### src/rtl/mux_gate_sched.sv
// mux_gate_sched
//   Two-requester bitwise gate engine. Every result bit comes out of a single
//   shared 2:1 mux (out = sel ? d1 : d0). Each cycle evaluates one mux pass on
//   one bit. Two-pass ops keep the first pass in an intermediate bit t.
//
// Ports
//   clk, rst           clock; synchronous active-high reset
//   req_valid/ready    per-requester handshake (bit i = requester i)
//   req_op/a/b         per-requester opcode and operands
//                      (op 0 AND, 1 OR, 2 NOT, 3 NAND, 4 NOR, 5 XOR, 6 XNOR,
//                       7 reserved)
//   rsp_valid/ready    result handshake
//   rsp_id/data/err    owning requester, result word, reserved-op flag
//   busy               high whenever the FSM is not in IDLE
//
// state | meaning
// IDLE  | waiting for a request; the round-robin winner sees req_ready
// EVAL1 | first mux pass on bit k (the final pass for AND/OR/NOT)
// EVAL2 | second mux pass on bit k for NAND/NOR/XOR/XNOR
// RESP  | result held; rsp_valid comes up one cycle after entry
module mux_gate_sched #(
    parameter int WIDTH = 8
) (
    input  logic                  clk,
    input  logic                  rst,
    input  logic [1:0]            req_valid,
    output logic [1:0]            req_ready,
    input  logic [1:0][2:0]       req_op,
    input  logic [1:0][WIDTH-1:0] req_a,
    input  logic [1:0][WIDTH-1:0] req_b,
    output logic                  rsp_valid,
    input  logic                  rsp_ready,
    output logic                  rsp_id,
    output logic [WIDTH-1:0]      rsp_data,
    output logic                  rsp_err,
    output logic                  busy
);
    localparam int KW = (WIDTH > 1) ? $clog2(WIDTH) : 1;
    localparam logic [KW-1:0] K_LAST = KW'(WIDTH - 1);

    typedef enum logic [1:0] {IDLE, EVAL1, EVAL2, RESP} state_t;

    state_t          state;
    logic [2:0]      op_q;
    logic [WIDTH-1:0] a_q;
    logic [WIDTH-1:0] b_q;
    logic [KW-1:0]   k;
    logic            t_q;
    logic            last_grant;

    logic            grant_id;
    logic            two_pass;
    logic            a_bit;
    logic            b_bit;
    logic            sel;
    logic            d1;
    logic            d0;
    logic            mux_out;
    logic            accept;

    // On a tie, the requester that did not win last time gets the grant.
    // last_grant resets to 1, so requester 0 wins the first tie.
    always_comb begin
        grant_id = 1'b0;
        case (req_valid)
            2'b10:   grant_id = 1'b1;
            2'b11:   grant_id = ~last_grant;
            default: grant_id = 1'b0;
        endcase
    end

    always_comb begin
        req_ready = 2'b00;
        if (!rst && state == IDLE && req_valid != 2'b00)
            req_ready = grant_id ? 2'b10 : 2'b01;
    end

    assign accept   = |(req_valid & req_ready);
    assign two_pass = (op_q >= 3'd3) && (op_q <= 3'd6);
    assign a_bit    = a_q[k];
    assign b_bit    = b_q[k];

    // Mux input routing for each op and pass.
    always_comb begin
        sel = 1'b0;
        d1  = 1'b0;
        d0  = 1'b0;
        case (op_q)
            3'd0: begin sel = b_bit; d1 = a_bit; d0 = 1'b0;  end
            3'd1: begin sel = a_bit; d1 = 1'b1;  d0 = b_bit; end
            3'd2: begin sel = a_bit; d1 = 1'b0;  d0 = 1'b1;  end
            3'd3: begin
                if (state == EVAL2) begin sel = t_q;   d1 = 1'b0;  d0 = 1'b1; end
                else                begin sel = b_bit; d1 = a_bit; d0 = 1'b0; end
            end
            3'd4: begin
                if (state == EVAL2) begin sel = t_q;   d1 = 1'b0;  d0 = 1'b1;  end
                else                begin sel = a_bit; d1 = 1'b1;  d0 = b_bit; end
            end
            3'd5: begin
                if (state == EVAL2) begin sel = b_bit; d1 = t_q;   d0 = a_bit; end
                else                begin sel = a_bit; d1 = 1'b0;  d0 = 1'b1;  end
            end
            3'd6: begin
                if (state == EVAL2) begin sel = b_bit; d1 = a_bit; d0 = t_q;  end
                else                begin sel = a_bit; d1 = 1'b0;  d0 = 1'b1; end
            end
            default: begin sel = 1'b0; d1 = 1'b0; d0 = 1'b0; end
        endcase
        mux_out = sel ? d1 : d0;
    end

    always_ff @(posedge clk) begin
        if (rst) begin
            state      <= IDLE;
            op_q       <= '0;
            a_q        <= '0;
            b_q        <= '0;
            k          <= '0;
            t_q        <= 1'b0;
            last_grant <= 1'b1;
            rsp_valid  <= 1'b0;
            rsp_id     <= 1'b0;
            rsp_data   <= '0;
            rsp_err    <= 1'b0;
            busy       <= 1'b0;
        end else begin
            case (state)
                IDLE: begin
                    if (accept) begin
                        op_q       <= req_op[grant_id];
                        a_q        <= req_a[grant_id];
                        b_q        <= req_b[grant_id];
                        rsp_id     <= grant_id;
                        last_grant <= grant_id;
                        k          <= '0;
                        rsp_data   <= '0;
                        rsp_err    <= (req_op[grant_id] == 3'd7);
                        busy       <= 1'b1;
                        state      <= (req_op[grant_id] == 3'd7) ? RESP : EVAL1;
                    end
                end
                EVAL1: begin
                    if (two_pass) begin
                        t_q   <= mux_out;
                        state <= EVAL2;
                    end else begin
                        rsp_data[k] <= mux_out;
                        if (k == K_LAST) begin
                            k     <= '0;
                            state <= RESP;
                        end else begin
                            k <= k + 1'b1;
                        end
                    end
                end
                EVAL2: begin
                    rsp_data[k] <= mux_out;
                    if (k == K_LAST) begin
                        k     <= '0;
                        state <= RESP;
                    end else begin
                        k     <= k + 1'b1;
                        state <= EVAL1;
                    end
                end
                RESP: begin
                    // rsp_valid comes up on the first RESP cycle. This gives
                    // the T+1 / T+1+WIDTH / T+1+2*WIDTH latencies.
                    if (!rsp_valid) begin
                        rsp_valid <= 1'b1;
                    end else if (rsp_ready) begin
                        rsp_valid <= 1'b0;
                        busy      <= 1'b0;
                        state     <= IDLE;
                    end
                end
                default: state <= IDLE;
            endcase
        end
    end

endmodule

### config.mk
export PLATFORM = sky130hd
export DESIGN_NAME = mux_gate_sched
export DESIGN_NICKNAME = d
export VERILOG_FILES = /design/src/rtl/mux_gate_sched.sv
export SDC_FILE = /design/constraint.sdc
export NUM_CORES = 1
export LEC_CHECK = 0
export CAP_MARGIN = 20
export CORE_MARGIN = 3
export CORE_UTILIZATION = 45
export DETAILED_ROUTE_END_ITERATION = 10
export PLACE_DENSITY = 0.74
export RECOVER_POWER = 25
export SYNTH_ARGS = -nofsm -noshare
export SYNTH_HDL_FRONTEND = slang
export SYNTH_SLANG_ARGS = --single-unit
### constraint.sdc
create_clock -name clk -period 2.5 [get_ports clk]
set_clock_uncertainty 0.1 [all_clocks]
set_input_delay 0.5 -clock clk [delete_from_list [all_inputs] [get_ports clk]]
set_output_delay 0.5 -clock clk [all_outputs]
set_load 0.02 [all_outputs]
==> flow_summary_export.csv, run 1 <==
group,metric,value,unit
clocking,postCtsSetupRepairBufs,0,
logic_synthesis,ys.flop_type,"dfxtp_1",
logic_synthesis,synth_fp_nets,334,
critical_path,worst-r2r-cell-count,7,
floorplanning,die_h,77.7,µm
logic_synthesis,syn_area_per_cell,8.17,µm²
timing,period_share,96.1,%
route,drc,0,
min_path,min_from,"rsp_id$_SDFFE_PP0P_",
route,ant_nets,0,
outcome,outcome,"complete, no violations",
timing,drv_slew,0,
logic_synthesis,synthTopCellsByArea,"dfxtp_1 33%, mux2i_1 10%, a211oi_1 7.5%",
power_and_ir_drop,ir_drop,0.437,mV
logic_synthesis,async_flop_share,0,%
critical_path,r2r_slack,0.1,ns
floorplanning,coreArea,4850,µm²
layout,layoutNonFillerInstCount,410,
route,wire_per_inst,13.6,µm
placement,dpl.cell_count,401,
clocking,numCtsBuffers,5,
clocking,cts_root_buf,"clkbuf_8",
power_and_ir_drop,p_int,1.83,mW
logic_synthesis,synth_top_area_cell,"dfxtp_1",
layout,diodes,0,
power_and_ir_drop,pwr-share-comb,54.3,%
layout,multi_input_area,1500,µm²
global_route,grt_pass1_vias,2100,
route,vias,2209,
global_route,track_usage,18.6,%
route,viasPerCell,5.39,
layout,fin_util,65.1,%
power_and_ir_drop,p_leak,1.19,nW
power_and_ir_drop,cellPowerDensity,1000,nW/µm²
layout,num-nets-final,393,
layout,drive_above_1_share,10.8,%
power_and_ir_drop,power_frac_seq,29.4,%
clocking,cts.path.max_buffers,2,
placement,hpwl,4090,µm
logic_synthesis,yosys.area.top_type_share,32.9,%
critical_path,cp.required,2.58,ns
critical_path,r2r_start,"k[0]$_SDFFE_PP0P_",
clocking,worstSkewPairLatency,0.29,ns
route,drtPass1Iterations,4,
critical_path,cp_data_arrival_time,2.48,ns
layout,syn_to_final_growth,36.5,%
logic_synthesis,yosysUniqueCellTypes,43,
placement,place.gp.congestion,0.863,
floorplanning,die_area,6030,µm²
placement,io_buffer_count,56,
power_and_ir_drop,switching_share,42.1,%
logic_synthesis,ys_warn_count,0,
min_path,holdCritPathClass,"reg2reg",
floorplanning,die_w,77.7,µm
power_and_ir_drop,power.switching,1.33,mW
global_route,grt_max_degree,34,
logic_synthesis,synth_area,2310,µm²
clocking,cts_tree,"yes",
min_path,min_path_cells,2,
route,drt_iter0_drc,114,
clocking,clk_pin_slew,0.08,ns
clocking,cts.sinks,38,
critical_path,reg2reg_to,"rsp_data[0]$_SDFFE_PP0P_",
floorplanning,initial_core_util,47.7,%
timing,worst_slack,0.0963,ns
logic_synthesis,seq_area_frac_synth,32.9,%
route,wl,5560,µm
timing,tightest_slew,0.492,ns
layout,final_cell_mix,"53 x clkdlybuf4s50_1, 37 x nor2_1, 37 x dfxtp_1",
timing,hold_viol,0,
layout,final_common_cell,"clkdlybuf4s50_1",
floorplanning,rows,25,
timing,period_needed,2.40,ns
layout,postLayoutCellArea,3160,µm²
timing,setup_tns,0,ns
global_route,overflow,0,
logic_synthesis,ys_ff_latch,38,
global_route,grt_pass1_wl,9230,µm
layout,regArea,764,µm²
timing,max_freq,416,MHz
clocking,cts.htree.levels,2,
timing,whs,0.367,ns
min_path,min_to,"rsp_id$_SDFFE_PP0P_",
placement,post_dp_cell_area,3010,µm²
critical_path,path_class,"reg2reg",
timing,setup_violations,0,
flow_run,drv_cap,0,
logic_synthesis,syn_inst,283,
critical_path,path_max_fanout,6,
timing,max_slew_margin,67.2,%
placement,place_ws,-0.171,ns
global_route,antenna_found_initial,0,
power_and_ir_drop,p_clk_share,16.3,%
logic_synthesis,synth_edf_count,0,
layout,fillers,419,
power_and_ir_drop,total_power,3.16,mW
critical_path,cp-start-kind,"flip-flop",
critical_path,endpoint_kind,"flip-flop",
floorplanning,ios,57,
[what timing repair did]
action | in CTS | in global routing
endpoints found under the setup margin | 2 | 10
hold buffers | 0 | 0
pin swaps | 0 | 1
gates resized for setup | 2 | 10
cloned | 0 | 1
[per-layer routing]
layer	track usage, %	share of wire [%]	vias up
met5	0	0	-
met4	6.94	1.8	0
met3	4.41	4.5	9
met2	31.4	48	55
met1	22.8	45	1004
li1	-	-	1141
[worst max path at each step]
stage,slack (ns),start,end
final,0.1,k[0]$_SDFFE_PP0P_,rsp_data[0]$_SDFFE_PP0P_
after global routing,-0.07,k[0]$_SDFFE_PP0P_,rsp_data[0]$_SDFFE_PP0P_
after CTS,0.04,k[0]$_SDFFE_PP0P_,t_q$_SDFFE_PP0P_
after detailed placement,-0.17,req_valid[1],req_ready[1]
after global placement,-0.12,req_valid[1],req_ready[1]
after floorplan,0.02,req_valid[1],req_ready[1]
[registers in the layout (all words and copies together), names as in the netlist]
signal,count
a_q,8
b_q,8
rsp_data,8
k,3
op_q,3
state,2
busy,1
last_grant,1
rsp_err,1
rsp_id,1
rsp_valid,1
t_q,1
[power by group through the flow]
stage	combinational (mW)	sequential [mW]	clock, mW
after floorplan	1.19	0.897	0
after global placement	1.60	0.934	0
after detailed placement	1.64	0.939	0
after CTS	1.65	0.925	0.524
after global routing	1.91	0.960	0.553
final	1.72	0.929	0.517
[worst max-delay path, stage by stage, from the launching register on]
cell and delay, ns:
dfxtp_4 0.38, mux2_2 0.33, a222oi_1 0.33, buf_4 0.19
a31oi_1 0.08, a2111o_1 0.37, a32oi_2 0.39, o21ai_1 0.11
[logic make-up after synthesis]
| logic type | count (synthesis) | synth area share [%] |
|---|---|---|
| muxes | 28 | 13.0 |
| and+or+nand+nor | 113 | 23.4 |
| buffers and inverters | 25 | 4.38 |
| DFF | 38 | 32.9 |
| AOI/OAI and AO/OA | 71 | 21.9 |
| adders and majority gates | 8 | 4.33 |
[cell usage after synthesis (all sizes together), types with 2 or more instances]
| cell | n |
|---|---|
| nand3b | 9 |
| nand2 | 31 |
| clkbuf | 20 |
| inv | 4 |
| and2 | 4 |
| mux2 | 4 |
| ha | 8 |
| nor3 | 2 |
| nor2 | 37 |
| mux2i | 23 |
| a31oi | 2 |
| a21boi | 2 |
| nand2b | 7 |
| a211oi | 23 |
| nor2b | 6 |
| o21ai | 14 |
| o41ai | 3 |
| a21oi | 12 |
| dfxtp | 38 |
| a221o | 2 |
| and3 | 2 |
| o21a | 2 |
| nand3 | 9 |
| nor3b | 3 |
[area by class of cell]
class	instances	area share [%]
multi-input cells	221	47.6
flip-flops and latches	38	24.2
repair buffers	72	21.6
well taps	67	2.66
clock buffers	6	2.30
clock inverters	2	1.19
inverters	4	0.476
Power figures use the tool's default switching activity.
==> run 2, diff against run 1 <==
--- a/config.mk
+++ b/config.mk
@@ -7,10 +7,13 @@
 export LEC_CHECK = 0
 export CAP_MARGIN = 20
 export CORE_MARGIN = 3
-export CORE_UTILIZATION = 45
+export CORE_UTILIZATION = 48
 export DETAILED_ROUTE_END_ITERATION = 10
-export PLACE_DENSITY = 0.74
+export DONT_BUFFER_PORTS = 1
+export HOLD_SLACK_MARGIN = 0.1
+export PLACE_DENSITY = 0.62
 export RECOVER_POWER = 25
+export SKIP_CTS_REPAIR_TIMING = 1
 export SYNTH_ARGS = -nofsm -noshare
 export SYNTH_HDL_FRONTEND = slang
 export SYNTH_SLANG_ARGS = --single-unit
==> run 2 against run 1 <==
Against the previous run:
- critical path depth did not move
- cell area is 20% lower
- register-to-register slack gained 0.04 ns
- final cell count shrank 18%
- first-iteration DRC count rose by 5.3%
- sequential share of layout area up 6.0 points
- routed wire length shrank 9.4%
- total power shrank 9.4%
==> flow_summary_export.csv, run 2 (synthesized netlist as in run 1, its figures left out) <==
group,metric,value,unit
outcome,outcome,"complete, no violations",
route,drt_iter0_drc,120,
timing,max_slew_margin,65.8,%
placement,hpwl,3740,µm
timing,drv_slew,0,
power_and_ir_drop,switching_share,43.5,%
critical_path,endpoint_kind,"flip-flop",
route,drc,0,
clocking,cts.htree.levels,2,
global_route,track_usage,19.0,%
route,viasPerCell,5.93,
critical_path,path_buf_inv,1,
global_route,grt_pass1_vias,1811,
power_and_ir_drop,power.switching,1.25,mW
floorplanning,initial_core_util,51.3,%
clocking,cts_tree,"yes",
clocking,cts.path.max_buffers,2,
power_and_ir_drop,cellPowerDensity,1130,nW/µm²
floorplanning,die_w,75.4,µm
global_route,overflow,0,
route,wire_per_inst,14.9,µm
critical_path,path_max_fanout,9,
timing,period_needed,2.36,ns
power_and_ir_drop,ir_drop,0.537,mV
placement,dpl.cell_count,330,
layout,drive_above_1_share,11.5,%
timing,period_share,94.4,%
clocking,worstSkewPairLatency,0.29,ns
min_path,holdCritPathClass,"in2reg",
timing,rsz0062_at_grt,"no",
layout,layoutNonFillerInstCount,338,
timing,hold_viol,0,
global_route,grt_max_degree,44,
critical_path,slowest_stage,"mux4_2",
placement,place.gp.congestion,0.848,
critical_path,cp-start-kind,"flip-flop",
placement,io_buffer_count,0,
critical_path,crit_family,"compound AO/OA/AOI/OAI gates",
clocking,clk_pin_slew,0.08,ns
route,vias,2004,
critical_path,path_cells,"buf_4 > mux2i_1 > mux4_2 > a221oi_1 > nor2_1 > a32oi_4 > a211oi_1",
floorplanning,die_area,5690,µm²
placement,post_dp_cell_area,2430,µm²
route,wl,5040,µm
clocking,numCtsBuffers,5,
critical_path,cp_data_arrival_time,2.43,ns
layout,syn_to_final_growth,9.09,%
timing,tightest_slew,0.508,ns
power_and_ir_drop,power_frac_seq,33.1,%
global_route,antenna_found_initial,0,
layout,final_cell_mix,"37 x nor2_1, 37 x dfxtp_1, 31 x nand2_1",
layout,postLayoutCellArea,2520,µm²
layout,reg.largest.list,"a_q: 8 flops, b_q: 8 flops, rsp_data: 8 flops",
timing,max_freq,424,MHz
power_and_ir_drop,pwr-share-comb,52.7,%
flow_run,drv_cap,0,
floorplanning,rows,24,
route,ant_nets,0,
floorplanning,ios,57,
layout,diodes,0,
layout,fillers,436,
layout,num-nets-final,337,
global_route,grt_pass1_wl,8390,µm
clocking,cts_root_buf,"clkbuf_8",
power_and_ir_drop,p_clk_share,14.2,%
clocking,cts.sinks,38,
floorplanning,die_h,75.4,µm
floorplanning,coreArea,4500,µm²
route,drtPass1Iterations,4,
critical_path,cp.required,2.56,ns
timing,setup_violations,0,
power_and_ir_drop,p_leak,0.957,nW
critical_path,slowest_delay,0.52,ns
critical_path,path_class,"reg2reg",
power_and_ir_drop,p_int,1.62,mW
[run 2: path summary, 6_finish.rpt]
kind	start	endpoint	slack, ns	cells after the start
max	k[0]$_SDFFE_PP0P_	t_q$_SDFFE_PP0P_	0.14	7
min	rst	t_q$_SDFFE_PP0P_	0.16	1
max reg2reg	k[0]$_SDFFE_PP0P_	t_q$_SDFFE_PP0P_	0.14	7
min reg2reg	last_grant$_SDFFE_PP1P_	last_grant$_SDFFE_PP1P_	0.39	2
[run 2: cell type report]
class                      count  area [µm²]  share of cell area [%]
multi-input combinational    220        1460                    58.0
sequential                    38         762                    30.2
timing repair buffer          17         136                    5.41
tap                           52        65.1                    2.58
clock inverter                 1        7.51                   0.298
clock buffer                   6        72.6                    2.88
inverter                       4        15.0                   0.595
[run 2: stage by stage]
step                power, mW  setup TNS (ns)  setup WS [ns]  hold WS (ns)  util (%)
finish                   2.86               0          0.139         0.165      56.0
global route             3.12               0         0.0393         0.157      56.0
CTS                      2.88         -0.0205        -0.0205         0.161      55.7
detailed placement       2.46               0         0.0343         0.373      53.9
global placement         2.45               0         0.0646         0.365      53.9
floorplan                2.08               0         0.0196         0.338         -
[run 2: power by group through the flow]
stage | Combinational (mW) | Sequential [mW] | Clock, mW
finish | 1.51 | 0.947 | 0.407
floorplan | 1.19 | 0.897 | 0
global route | 1.70 | 0.975 | 0.440
CTS | 1.51 | 0.949 | 0.416
global placement | 1.49 | 0.966 | 0
detailed placement | 1.50 | 0.962 | 0
[run 2: metal layers]
metal | up-vias | part of all wire, % | global-route usage (%)
met5 | - | 0 | 0
met4 | 0 | 1.3 | 6.21
met1 | 913 | 48 | 26.7
li1 | 1032 | - | -
met3 | 5 | 5.8 | 4.62
met2 | 54 | 45 | 28.7
==> run 3, diff against run 2 <==
--- a/config.mk
+++ b/config.mk
@@ -10,6 +10,7 @@
 export CORE_UTILIZATION = 48
 export DETAILED_ROUTE_END_ITERATION = 10
 export DONT_BUFFER_PORTS = 1
+export GPL_ROUTABILITY_DRIVEN = 0
 export HOLD_SLACK_MARGIN = 0.1
 export PLACE_DENSITY = 0.62
 export RECOVER_POWER = 25
==> results of run 3 <==
No change in the layout: final DEF, timing and power equal those of run 2.
